### config.mk
export PLATFORM = sky130hd
export DESIGN_NAME = interp_stage
export DESIGN_NICKNAME = d
export VERILOG_FILES = /design/src/rtl/filter_pkg.sv /design/src/rtl/interp_lerp.sv /design/src/rtl/interp_stage.sv
export SDC_FILE = /design/constraint.sdc
export NUM_CORES = 1
export LEC_CHECK = 0
export BUFFER_PORTS_ARGS = -buffer_cell sky130_fd_sc_hd__buf_4
export CORE_MARGIN = 2
export CORE_UTILIZATION = 50
export DETAILED_ROUTE_END_ITERATION = 10
export PLACE_DENSITY = 0.7
export SLEW_MARGIN = 10
export SYNTH_ARGS = -nofsm -noshare
export SYNTH_HDL_FRONTEND = slang
export SYNTH_SLANG_ARGS = --single-unit
### constraint.sdc
create_clock -name clk -period 5.7 [get_ports clk]
set_input_delay 0.285 -clock clk [delete_from_list [all_inputs] [get_ports clk]]
set_output_delay 0.285 -clock clk [all_outputs]
set_load 0.02 [all_outputs]
### src/rtl/filter_pkg.sv
// ---------------------------------------------------------------------------
// filter_pkg
// Shared definitions for the sample-pipeline filter stages.
//   DEF_WIDTH / DEF_FACTOR : default sample width and up/down-sampling ratio
//   sample_t               : default-width unsigned sample
//   lerp_div()             : truncated linear interpolation between two
//                            samples at weight k/FACTOR (default widths)
// ---------------------------------------------------------------------------
package filter_pkg;

    localparam int DEF_WIDTH  = 16;
    localparam int DEF_FACTOR = 4;
    localparam int DEF_LOG2F  = $clog2(DEF_FACTOR);

    typedef logic [DEF_WIDTH-1:0] sample_t;

    // (prev*(FACTOR-k) + cur*k) >> LOG2F, floor. The weighted sum never
    // exceeds (2^WIDTH-1)*FACTOR, so WIDTH+LOG2F bits hold it exactly.
    function automatic sample_t lerp_div(
        input sample_t                prev,
        input sample_t                cur,
        input logic [DEF_LOG2F:0]     k
    );
        logic [DEF_LOG2F:0]           wprev_v;
        logic [DEF_WIDTH+DEF_LOG2F-1:0] sum_v;
        wprev_v = (DEF_LOG2F+1)'(DEF_FACTOR) - k;
        sum_v   = (DEF_WIDTH+DEF_LOG2F)'(prev) * (DEF_WIDTH+DEF_LOG2F)'(wprev_v)
                + (DEF_WIDTH+DEF_LOG2F)'(cur)  * (DEF_WIDTH+DEF_LOG2F)'(k);
        return DEF_WIDTH'(sum_v >> DEF_LOG2F);
    endfunction

endpackage

### src/rtl/interp_lerp.sv
// ---------------------------------------------------------------------------
// interp_lerp
// Combinational weighted sum and shift for the interpolating upsampler.
//   prev_s : previous input sample
//   cur_s  : current input sample
//   k_s    : output index 1..FACTOR (weight of cur_s in FACTOR-ths)
//   lerp_s : floor((prev_s*(FACTOR-k_s) + cur_s*k_s) / FACTOR)
// ---------------------------------------------------------------------------
module interp_lerp
    import filter_pkg::*;
#(
    parameter int WIDTH  = DEF_WIDTH,
    parameter int FACTOR = DEF_FACTOR,
    parameter int LOG2F  = $clog2(FACTOR)
) (
    input  logic [WIDTH-1:0] prev_s,
    input  logic [WIDTH-1:0] cur_s,
    input  logic [LOG2F:0]   k_s,
    output logic [WIDTH-1:0] lerp_s
);

    // Intermediate is exactly wide enough: max sum is (2^WIDTH-1)*FACTOR.
    localparam int IW = WIDTH + LOG2F;

    logic [LOG2F:0] wprev_s;
    logic [IW-1:0]  sum_s;

    // Weighted sum of the two samples followed by the divide-by-FACTOR shift.
    always_comb begin
        wprev_s = (LOG2F+1)'(FACTOR) - k_s;
        sum_s   = IW'(prev_s) * IW'(wprev_s) + IW'(cur_s) * IW'(k_s);
        lerp_s  = WIDTH'(sum_s >> LOG2F);
    end

endmodule

### src/rtl/interp_stage.sv
// ---------------------------------------------------------------------------
// interp_stage
// Linear-interpolating upsampler. Each accepted input sample produces FACTOR
// output samples stepping linearly from the previous input to this one; the
// last of them equals the new input exactly.
//   clk       : clock
//   rst_n     : asynchronous active-low reset
//   data_in   : input sample (unsigned)
//   valid_in  : data_in valid
//   ready_in  : stage accepts data_in this cycle (no path from valid_in)
//   data_out  : interpolated sample (registered)
//   valid_out : data_out valid (registered)
//   ready_out : downstream accepts data_out
// ---------------------------------------------------------------------------
module interp_stage
    import filter_pkg::*;
#(
    parameter int WIDTH  = DEF_WIDTH,
    parameter int FACTOR = DEF_FACTOR,
    parameter int LOG2F  = $clog2(FACTOR)
) (
    input  logic             clk,
    input  logic             rst_n,
    input  logic [WIDTH-1:0] data_in,
    input  logic             valid_in,
    output logic             ready_in,
    output logic [WIDTH-1:0] data_out,
    output logic             valid_out,
    input  logic             ready_out
);

    localparam logic [LOG2F-1:0] PHASE_LAST = LOG2F'(FACTOR - 1);

    logic [WIDTH-1:0] prev_r;
    logic [WIDTH-1:0] cur_r;
    logic [LOG2F-1:0] phase_r;
    logic             busy_r;
    logic [WIDTH-1:0] data_out_r;
    logic             valid_out_r;

    logic             out_free_s;
    logic             last_s;
    logic             ready_in_s;
    logic             accept_s;
    logic             emit_s;
    logic [LOG2F:0]   k_s;
    logic [WIDTH-1:0] lerp_s;

    // Handshake decode. ready_in depends only on state and ready_out, so the
    // stage can take a new sample in the same cycle it emits its last phase.
    always_comb begin
        out_free_s = !valid_out_r || ready_out;
        last_s     = busy_r && (phase_r == PHASE_LAST);
        ready_in_s = !busy_r || (last_s && out_free_s);
        accept_s   = valid_in && ready_in_s;
        emit_s     = busy_r && out_free_s;
        k_s        = {1'b0, phase_r} + (LOG2F+1)'(1);
    end

    interp_lerp #(
        .WIDTH  (WIDTH),
        .FACTOR (FACTOR),
        .LOG2F  (LOG2F)
    ) u_lerp (
        .prev_s (prev_r),
        .cur_s  (cur_r),
        .k_s    (k_s),
        .lerp_s (lerp_s)
    );

    // Sample pair, phase counter and busy flag. An accept on the last phase
    // takes priority over clearing busy; the emit in that cycle still sees
    // the old pair because the lerp input is the pre-edge register value.
    always_ff @(posedge clk or negedge rst_n) begin
        if (!rst_n) begin
            prev_r  <= {WIDTH{1'b0}};
            cur_r   <= {WIDTH{1'b0}};
            phase_r <= {LOG2F{1'b0}};
            busy_r  <= 1'b0;
        end else if (accept_s) begin
            prev_r  <= cur_r;
            cur_r   <= data_in;
            phase_r <= {LOG2F{1'b0}};
            busy_r  <= 1'b1;
        end else if (emit_s) begin
            if (phase_r != PHASE_LAST) begin
                phase_r <= phase_r + LOG2F'(1);
            end else begin
                busy_r  <= 1'b0;
            end
        end else begin
            phase_r <= phase_r;
            busy_r  <= busy_r;
        end
    end

    // Output register: load on emit, drop valid when idle and free, hold
    // both data and valid while downstream stalls.
    always_ff @(posedge clk or negedge rst_n) begin
        if (!rst_n) begin
            data_out_r  <= {WIDTH{1'b0}};
            valid_out_r <= 1'b0;
        end else if (emit_s) begin
            data_out_r  <= lerp_s;
            valid_out_r <= 1'b1;
        end else if (out_free_s) begin
            data_out_r  <= data_out_r;
            valid_out_r <= 1'b0;
        end else begin
            data_out_r  <= data_out_r;
            valid_out_r <= valid_out_r;
        end
    end

    assign ready_in  = ready_in_s;
    assign data_out  = data_out_r;
    assign valid_out = valid_out_r;

endmodule

==> results of run 1 <==
## sequential cells by signal, summed over array words and instances, names as in the netlist
| signal | flops |
|---|---|
| cur_r | 16 |
| data_out | 16 |
| prev_r | 16 |
| phase_r | 2 |
| busy_r | 1 |
| valid_out | 1 |
## final cells by class
type                            instances  area (sq um)  share of cell area [%]
Timing Repair Buffer                   42           315                    5.88
Inverter                               74           278                    5.18
Clock inverter                          2          35.0                   0.654
Clock buffer                            6          72.6                    1.35
Sequential cell                        52          1300                    24.3
Tap cell                              129           161                    3.01
Multi-Input combinational cell        336          3200                    59.6
## synthesized netlist by cell type, drive strengths merged (6+ instances only)
| library cell | number |
|---|---|
| fa | 59 |
| clkbuf | 11 |
| nand2 | 34 |
| xnor2 | 13 |
| dfrtp | 52 |
| inv | 74 |
| mux2 | 33 |
| o21ai | 16 |
| and2 | 61 |
| nor2 | 11 |
| nor2b | 28 |
| ha | 22 |
| a21o | 6 |
| a21oi | 11 |
## through the flow
stage / cells / hold slack [ps] / utilization [%] / area [sq um]
detailed placement: 633 / 366 / 56.3 / 5250
global route: 641 / 37.6 / 57.5 / 5360
CTS: 641 / 10.2 / 57.5 / 5360
finish: 641 / -31.6 / 57.5 / 5360
global placement: 633 / 358 / 56.3 / 5250
floorplan: 478 / -10.6 / - / 4840
## critical path, delay by kind of cell (launching register included)
| family | cells | cell delay [ps] |
|---|---|---|
| adders and majority gates | 6 | 2440 |
| buffers and inverters | 1 | 40 |
| xor gates and xnor gates | 2 | 650 |
| and+or+nand+nor | 1 | 160 |
| DFF | 1 | 450 |
| AOI/OAI and AO/OA | 5 | 1130 |
## worst paths after layout
| kind | startpoint | endpoint | slack, ps | depth (start not counted) |
|---|---|---|---|---|
| min | rst_n | data_out[15]$_DFFE_PN0P_ | -30 | 1 |
| min in group clk | valid_in | phase_r[1]$_DFFE_PN0P_ | 150 | 2 |
| max reg2reg | phase_r[0]$_DFFE_PN0P_ | data_out[12]$_DFFE_PN0P_ | 690 | 15 |
| min reg2reg | data_out[1]$_DFFE_PN0P_ | data_out[1]$_DFFE_PN0P_ | 490 | 2 |
| max | phase_r[0]$_DFFE_PN0P_ | data_out[12]$_DFFE_PN0P_ | 690 | 15 |
| max in group asynchronous | rst_n | prev_r[10]$_DFFE_PN0P_ | 5230 | 1 |
## per-layer routing
layer | vias to the layer above | routed length, um | track usage (%) | share of wire [%]
met5 | - | 0 | 0 | 0
met2 | 56 | 3730 | 27.8 | 45
met1 | 1526 | 4320 | 27.1 | 52
met4 | 0 | 79 | 4.21 | 0.94
met3 | 6 | 239 | 2.67 | 2.9
li1 | 1582 | - | - | -
## logic make-up (layout without fill, tap and decap cells)
family | Yosys count | count (layout) | share of synthesized area [%]
AND/OR/NAND/NOR | 151 | 151 | 17.4
buffers and inverters | 90 | 124 | 7.13
adder cells (fa/ha/maj) | 81 | 81 | 30.1
AO/OA/AOI/OAI | 52 | 52 | 7.24
flip-flops | 52 | 52 | 26.9
multiplexers | 34 | 34 | 7.88
XOR/XNOR | 18 | 18 | 3.41
==> results.md, run 1 <==
- Outcome: finished, violations left
- Violated checks: negative hold slack
- Dpl ws: 704 ps
- Nets: 612
- Avg WL per Cell: 13.1 um
- First-pass GRT wire length: 15.0 mm
- Post-synth top area cell: dfrtp_1
- GP Congestion: 0.874
- CTS tree: done
- Critical path arrival: 5190 ps
- Num rows: 35
- Crit. End Element: register
- TritonCTS Buffers: 5
- Commonest non-fill, non-tap cell in the layout: inv_1
- Yosys cell types: 43
- Crit path kind: reg -> reg
- Clk_skew: 17.1 ps
- Yosys warning count: 0
- TritonRoute pass-1 iters: 6
- CTS H-tree lvls: 2
- Fillers: 824
- CP cell instances: ha_1 > xor2_2 > nand2_1 > fa_1 > fa_1 > fa_1 > inv_1 > ha_1 > fa_1 > a211oi_1 > o211ai_1 > a41oi_1 > a21oi_1 > xnor2_1 > o21ai_0
- Ranking of synthesized cells by area: dfrtp_1 (27%), fa_1 (24%), mux2_2 (7.7%)
- Final Cycle Share: 87.9%
- Type of the most critical hold path: in -> async
- Starting density of the core: 51.9%
- Initial antenna violation count: 0
- Resized Gates After CTS: 0
- CTS Hold Buffers Added: 0
- GRT Util Overall: 18.0%
- Total core area: 9330 sq um
- Critical Path Start Type: register
- Critical path data required time: 5870 ps
- Vias in the first global route: 3260
- Share of layout cells above drive strength 1: 17.0%
- I/O pin total: 38
- Fmax: 200 MHz
- Final Worst Setup Slack: 688 ps
- Synth Net Count: 579
- Register area share after synthesis: 26.9%
- Root Buffer: clkbuf_8
- Worst-path clk slew: 110 ps
- Ys async rst share: 100%
- Unrepaired setup endpoints after global routing: no
- Worst path most repeated cell: fa_1
- CP max FO: 16
- Buffers on Ports: 37
- GRT overflow: 0
- Die Wd: 102 um
- Clock buffer depth: 2
- Post-DRT Antenna Nets: 0
- Die height: 102 um
- Crit path max-delay cell type: fa_1
- Max transition margin: 48.8%
- Crit path largest cell delay: 570 ps
- Clock sinks: 52
- Number of synthesized flops with an enable pin: 0
- Total number of vias: 3170
- Remaining DRCs: 0
- Clk_lat worst skew: 310 ps
- Max-slew violation count: 0
- Setup tns final: 0 ps
- Max-Cap Viols: 0
- Minimum clock period: 5010 ps
- Via density: 4.95
- Slew @ Worst Pin: 766 ps
- Mapped Cells: 478
- Synthesized flop and latch total: 52
- Routed wire length: 8.37 mm
- Iter 0 DRT Violations: 82
- Hold Worst Slack: -31.6 ps
- Final hold violation count: 8
- Post-synth top area share: 26.9%
- Mapped Avg Cell Area: 10.1 sq um
- Post-synthesis cell area: 4840 sq um
- Final-report setup violation count: 0
- HPWL after DPL: 6.68 mm
- Post-synth top flop: dfrtp_1
- Most frequent cells in the layout: inv_1 (74), and2_1 (59), fa_1 (59)
- Syn-to-layout area delta: 10.7%
- Post-CTS Setup Inserts: 0
- N_diodes: 0
- DIE AREA: 10500 sq um
- Pin count of the biggest net entering global routing: 53
Power of run 1 is not shown: default switching activity piles up to over one toggle a cycle in this logic, so the estimate is an artifact.
==> inputs of run 2 (changes only) <==
--- a/config.mk
+++ b/config.mk
@@ -6,8 +6,10 @@
 export NUM_CORES = 1
 export LEC_CHECK = 0
 export BUFFER_PORTS_ARGS = -buffer_cell sky130_fd_sc_hd__buf_4
+export CORE_ASPECT_RATIO = 1.5
 export CORE_MARGIN = 2
 export CORE_UTILIZATION = 50
+export CTS_BUF_LIST = sky130_fd_sc_hd__clkbuf_8
 export DETAILED_ROUTE_END_ITERATION = 10
 export PLACE_DENSITY = 0.7
 export SLEW_MARGIN = 10
==> run 2 against run 1 <==
  * Clock-buffer cell count unchanged
  * Critical path type unchanged
  * Critical path depth up 1
  * Global-route usage decreased by 0.20 points
  * Via count shrank 0.60%
  * The flow still finishes with violations (negative hold slack)
  * Critical endpoint unchanged
  * Design area barely moved
  * Routed wire length up 1.4%
==> results.md, run 2 (synthesis gave the netlist of run 1 again) <==
- Crit path launch: phase_r[0]$_DFFE_PN0P_
- Hold Worst Slack: -18.5 ps (+13.1 ps)
- Worst r2r src: phase_r[0]$_DFFE_PN0P_
- Remaining DRCs: 0 (unchanged)
- Critical path arrival: 5050 ps (-140 ps)
- Reg2reg end: data_out[12]$_DFFE_PN0P_
- Unrepaired setup endpoints after global routing: no
- Clk_skew: 12.5 ps (-4.55 ps)
- Fmax: 205 MHz (+3.0%)
- TritonCTS Buffers: 5 (unchanged)
- Clock buffer depth: 2 (unchanged)
- Num rows: 44 (+26%)
- Syn-to-layout area delta: 10.7% (about the same)
- Sequential Area: 1300 sq um (unchanged)
- Worst-path clk slew: 110 ps (about the same)
- Clk_lat worst skew: 320 ps (about the same)
- Most frequent cells in the layout: inv_1 (74), and2_1 (59), fa_1 (59)
- Initial antenna violation count: 0 (unchanged)
- I/O pin total: 38 (unchanged)
- Final hold violation count: 18 (+10)
- Total core area: 9580 sq um (+2.7%)
- Crit path to: data_out[12]$_DFFE_PN0P_
- Max transition margin: 41.4% (-7.4 points)
- Post-CTS Setup Inserts: 0 (unchanged)
- HPWL after DPL: 6.66 mm (-0.26%)
- Violated checks: negative hold slack
- CP max FO: 32 (+16)
- Setup tns final: 0 ps (unchanged)
- Iter 0 DRT Violations: 72 (-12%)
- Critical path data required time: 5880 ps (about the same)
- GRT Util Overall: 17.8% (-0.20 points)
- Commonest non-fill, non-tap cell in the layout: inv_1
- Clock sinks: 52 (unchanged)
- Avg WL per Cell: 13.5 um (+3.5%)
- First-pass GRT wire length: 15.4 mm (+2.5%)
- FF-to-FF setup slack: 830 ps (+140 ps)
- N_diodes: 0 (unchanged)
- Vias in the first global route: 3319 (+1.8%)
- Area of the multi-input gates: 3200 sq um (unchanged)
- Type of the most critical hold path: in -> async
- Outcome: finished, violations left
- Die height: 125 um (+22%)
- Worst reg2reg path depth: 16 (+1)
- Post-DRT Antenna Nets: 0 (unchanged)
- Total number of vias: 3151 (-0.60%)
- Nets: 613 (+0.16%)
- CTS Hold Buffers Added: 0 (unchanged)
- Resized Gates After CTS: 0 (unchanged)
- CTS H-tree lvls: 2 (unchanged)
- Final-report setup violation count: 0 (unchanged)
- Share of layout cells above drive strength 1: 17.3% (+0.36 points)
- Buffers on Ports: 37 (unchanged)
- Die Wd: 84.4 um (-18%)
- Final Cycle Share: 85.4% (-2.5 points)
- GRT overflow: 0 (unchanged)
- TritonRoute pass-1 iters: 4 (-2)
- Slew @ Worst Pin: 877 ps (+111 ps)
- Starting density of the core: 50.5% (-1.4 points)
- Max-Cap Viols: 0 (unchanged)
- Max-slew violation count: 0 (unchanged)
- Crit. End Element: register
- GP Congestion: 0.811 (-7.2%)
- Pin count of the biggest net entering global routing: 53 (unchanged)
- Routed wire length: 8.49 mm (+1.4%)
- Minimum clock period: 4870 ps (-145 ps)
- Fillers: 876 (+6.3%)
- Critical Path Start Type: register
- CTS tree: done
- Root Buffer: clkbuf_8
- DIE AREA: 10500 sq um (+0.15%)
- Crit path kind: reg -> reg
- Via density: 5.02 (+1.5%)
[run 2: cell type report]
| cell class | instances | area share, % |
|---|---|---|
| Sequential cell | 52 | 24.3 |
| Clock inverter | 2 | 0.723 |
| Tap cell | 115 | 2.68 |
| Inverter | 74 | 5.18 |
| Timing Repair Buffer | 43 | 6.02 |
| Multi-Input combinational cell | 336 | 59.6 |
| Clock buffer | 6 | 1.54 |
[run 2: worst max-delay path, stage by stage, from the launching register on]
cell and delay [ps]:
dfrtp_1 430, buf_4 350, xnor2_1 160, buf_4 210, nand2_1 100, fa_1 520
fa_1 440, fa_1 540, inv_1 40, ha_1 220, fa_1 420, a211oi_1 360
o211ai_1 230, a41oi_1 340, a21oi_1 130, xnor2_1 140, o21ai_0 80
[run 2: worst min-delay path by stage]
| stage | end | slack (ps) | depth (start not counted) |
|---|---|---|---|
| global route | prev_r[15]$_DFFE_PN0P_ | 40 | 1 |
| CTS | busy_r$_DFFE_PN0P_ | 2 | 1 |
| global placement | cur_r[15]$_DFFE_PN0P_ | 360 | 1 |
| detailed placement | prev_r[15]$_DFFE_PN0P_ | 360 | 1 |
| finish | busy_r$_DFFE_PN0P_ | -20 | 1 |
| floorplan | busy_r$_DFFE_PN0P_ | -10 | 0 |
[run 2: metal layers]
metal  part of all wire (%)  vias up  GRT usage (%)
met5                      0        -              0
met2                     51       36           30.7
met3                    2.6        8           2.25
met1                     44     1539           23.3
li1                       -     1568              -
met4                    1.8        0           5.51
[run 2: per-stage QoR]
stage	cells	hold slack, ps	utilization, %	instance area (sq um)	setup WS, ps
6_report	628	-18.5	56.0	5360	833
3_3_place_gp	620	355	54.7	5240	976
2_1_floorplan	478	-10.6	-	4840	839
3_5_place_dp	620	364	54.7	5240	852
5_1_grt	628	37.5	56.0	5360	531
4_1_cts	628	2.33	56.0	5360	825
Power of run 2 is left out for the same reason.
==> inputs of run 3 (changes only) <==
--- a/config.mk
+++ b/config.mk
@@ -5,6 +5,8 @@
 export SDC_FILE = /design/constraint.sdc
 export NUM_CORES = 1
 export LEC_CHECK = 0
+export ABC_AREA = 1
+export ABC_CLOCK_PERIOD_IN_PS = 5700
 export BUFFER_PORTS_ARGS = -buffer_cell sky130_fd_sc_hd__buf_4
 export CORE_ASPECT_RATIO = 1.5
 export CORE_MARGIN = 2
==> run 3 against run 2 <==
  * The run still ends with negative hold slack left
  * Via count up 27%
  * Register-to-register slack better by 210 ps
  * Maximum frequency rose by 4.6%
  * Design area is 2.3% higher
  * Clock-buffer cell count unchanged
  * Non-clock buffer count decreased by 2
  * Worst setup slack better by 210 ps
  * Critical path depth is 3 higher
  * Synthesized cell count rose by 41%
  * Routed wire length grew 20%
==> results.md, run 3 <==
- Post-DRT Antenna Nets: 0 (unchanged)
- Clk_skew: 16.5 ps (+3.93 ps)
- Clock sinks: 52 (unchanged)
- Most frequent cells in the layout: nand2_1 (174), inv_1 (171), nor2_1 (72)
- Hold Worst Slack: -24.3 ps (-5.83 ps)
- Unrepaired setup endpoints after global routing: no
- GRT overflow: 0 (unchanged)
- DIE AREA: 10800 sq um (+3.3%)
- Slew @ Worst Pin: 913 ps (+36.6 ps)
- Most common library cells after synthesis: nand2_1 (174), inv_1 (171), nor2_1 (72)
- Max-slew violation count: 0 (unchanged)
- Resized Gates After CTS: 0 (unchanged)
- Routed wire length: 10.2 mm (+20%)
- Remaining DRCs: 0 (unchanged)
- Register area share after synthesis: 26.0% (-0.89 points)
- Crit. End Element: register
- Starting density of the core: 51.7% (+1.1 points)
- Commonest non-fill, non-tap cell in the layout: nand2_1
- Total number of vias: 4013 (+27%)
- TritonRoute pass-1 iters: 4 (unchanged)
- Post-synth top area share: 26.0% (-0.89 points)
- Iter 0 DRT Violations: 184 (+160%)
- Buffers on Ports: 37 (unchanged)
- Violated checks: negative hold slack
- Post-synthesis mux area share: 0% (-7.9 points)
- CTS Hold Buffers Added: 0 (unchanged)
- Largest family of logic cells by synthesized area: adder cells
- CP cell instances: buf_4 > ha_1 > inv_1 > nand2_1 > nand2_1 > nor2_1 > fa_1 > fa_1 > inv_1 > fa_1 > inv_1 > ha_1 > a21oi_1 > nand2_1 > nand2_1 > nand3_1 > or2_1 > nand3_1 > nand2_1
- Avg WL per Cell: 12.4 um (-8.3%)
- Final-report setup violation count: 0 (unchanged)
- Worst path most repeated cell: nand2_1
- Number of synthesized flops with an enable pin: 0 (unchanged)
- CTS tree: done
- Critical path arrival: 4880 ps (-170 ps)
- Util after Layout: 56.6% (+0.62 points)
- Outcome: finished, violations left
- Post-synth top flop: dfrtp_1
- N_diodes: 0 (unchanged)
- Worst-path clk slew: 110 ps (about the same)
- GRT Util Overall: 20.3% (+2.5 points)
- Post-synth top area cell: dfrtp_1
- Nets: 806 (+31%)
- First-pass GRT wire length: 17.9 mm (+16%)
- Worst reg2reg path depth: 19 (+3)
- Via density: 4.89 (-2.6%)
- Synth Area in Adders: 29.1% (-0.99 points)
- Critical Path Start Type: register
- Mapped Avg Cell Area: 7.42 sq um (-27%)
- Max transition margin: 38.9% (-2.5 points)
- Ys async rst share: 100% (unchanged)
- Crit path kind: reg -> reg
- Synth Net Count: 776 (+34%)
- Compound-cell area share of the yosys netlist: 5.87% (-1.4 points)
- Ranking of synthesized cells by area: dfrtp_1 (26%), fa_1 (24%), nand2_1 (13%)
- FF-to-FF setup slack: 1050 ps (+210 ps)
- Mapped Cells: 675 (+41%)
- Total core area: 9690 sq um (+1.1%)
- CP max FO: 32 (unchanged)
- I/O pin total: 38 (unchanged)
- Critical path data required time: 5920 ps (+40 ps)
- Type of the most critical hold path: in -> async
- Share of layout cells above drive strength 1: 8.07% (-9.3 points)
- Syn-to-layout area delta: 9.52%
- Fmax: 215 MHz (+4.6%)
- Minimum clock period: 4650 ps (-214 ps)
- Crit path max-delay cell type: fa_1
- Final Cycle Share: 81.6% (-3.8 points)
- Vias in the first global route: 4149 (+25%)
- Max-Cap Viols: 0 (unchanged)
- Clk_lat worst skew: 330 ps (about the same)
- Yosys warning count: 0 (unchanged)
- Yosys cell types: 28 (-35%)
- Area share of and/or/nand/nor cells after synthesis: 23.2% (+5.8 points)
- Clock buffer depth: 2 (unchanged)
- Die Wd: 85.7 um (+1.6%)
- Xor and xnor area share after synthesis: 1.05% (-2.4 points)
- TritonCTS Buffers: 5 (unchanged)
- GP Congestion: 0.937 (+16%)
- Die height: 127 um (+1.6%)
- CTS H-tree lvls: 2 (unchanged)
- Setup tns final: 0 ps (unchanged)
- Post-synthesis cell area: 5010 sq um (+3.4%)
- Synthesized flop and latch total: 52 (unchanged)
- Post-CTS Setup Inserts: 0 (unchanged)
- Final hold violation count: 22 (+4)
- Crit path largest cell delay: 520 ps (-20 ps)
- Num rows: 44 (unchanged)
- Count leader, synth: nand2_1
- HPWL after DPL: 8.06 mm (+21%)
- Pin count of the biggest net entering global routing: 53 (unchanged)
- Initial antenna violation count: 0 (unchanged)
- Root Buffer: clkbuf_8
run 3: cell types whose count changed after synthesis, sizes merged, moves of 8 or more:
cell   before  now
buf         5   14
inv        74  172
nand2      34  178
nor2b      28    0
nand3       4   28
mux2       33    0
and2       61    0
o21ai      16   44
xnor2      13    5
nor2       11   72
run 3: critical path: cells and delay by family (launching register included):
kind | cells | cell delay [ps]
adder cells (fa/ha/maj) | 5 | 2040
flip-flops | 1 | 370
buffers and inverters | 4 | 470
AO/OA/AOI/OAI | 1 | 320
AND/OR/NAND/NOR | 9 | 1340
run 3: worst paths after layout:
kind | start | to
max | phase_r[0]$_DFFE_PN0P_ | data_out[10]$_DFFE_PN0P_
min | rst_n | data_out[0]$_DFFE_PN0P_
max reg2reg | phase_r[0]$_DFFE_PN0P_ | data_out[10]$_DFFE_PN0P_
min reg2reg | data_out[1]$_DFFE_PN0P_ | data_out[1]$_DFFE_PN0P_
max in group asynchronous | rst_n | prev_r[15]$_DFFE_PN0P_
min in group clk | ready_out | valid_out$_DFFE_PN0P_
run 3: routing by layer:
metal | vias up | track usage, % | share of wire (%)
met5 | - | 0 | 0
met1 | 1889 | 24.7 | 43
met4 | 0 | 6.63 | 1.7
li1 | 2023 | - | -
met3 | 13 | 2.15 | 3.5
met2 | 88 | 37.2 | 52
run 3: cell families (layout without fill, tap and decap cells):
logic type	count (synthesis)	count (layout)
compound gates	57	57
xor+xnor	6	6
fa+ha+maj	81	81
buf+inv	190	221
flops	52	52
simple gates	289	289
run 3: layout make-up:
| class | instances | area, sq um |
|---|---|---|
| Clock buffer | 6 | 82.6 |
| Clock inverter | 2 | 38.8 |
| Fill cell | 939 | 4210 |
| Inverter | 172 | 646 |
| Multi-Input combinational cell | 433 | 2960 |
| Sequential cell | 52 | 1300 |
| Tap cell | 115 | 144 |
| Timing Repair Buffer | 41 | 308 |
run 3: metrics by stage:
| step | hold slack [ps] | cell area [sq um] | std cells | worst slack (ps) |
|---|---|---|---|---|
| final | -24.3 | 5480 | 821 | 1050 |
| after global routing | 43.1 | 5480 | 821 | 628 |
| after CTS | 1.52 | 5480 | 821 | 1070 |
| after detailed placement | 371 | 5360 | 813 | 1120 |
| after global placement | 354 | 5360 | 813 | 1190 |
| after floorplan | -10.6 | 5010 | 675 | 1520 |
Power of run 3 is left out for the same reason.
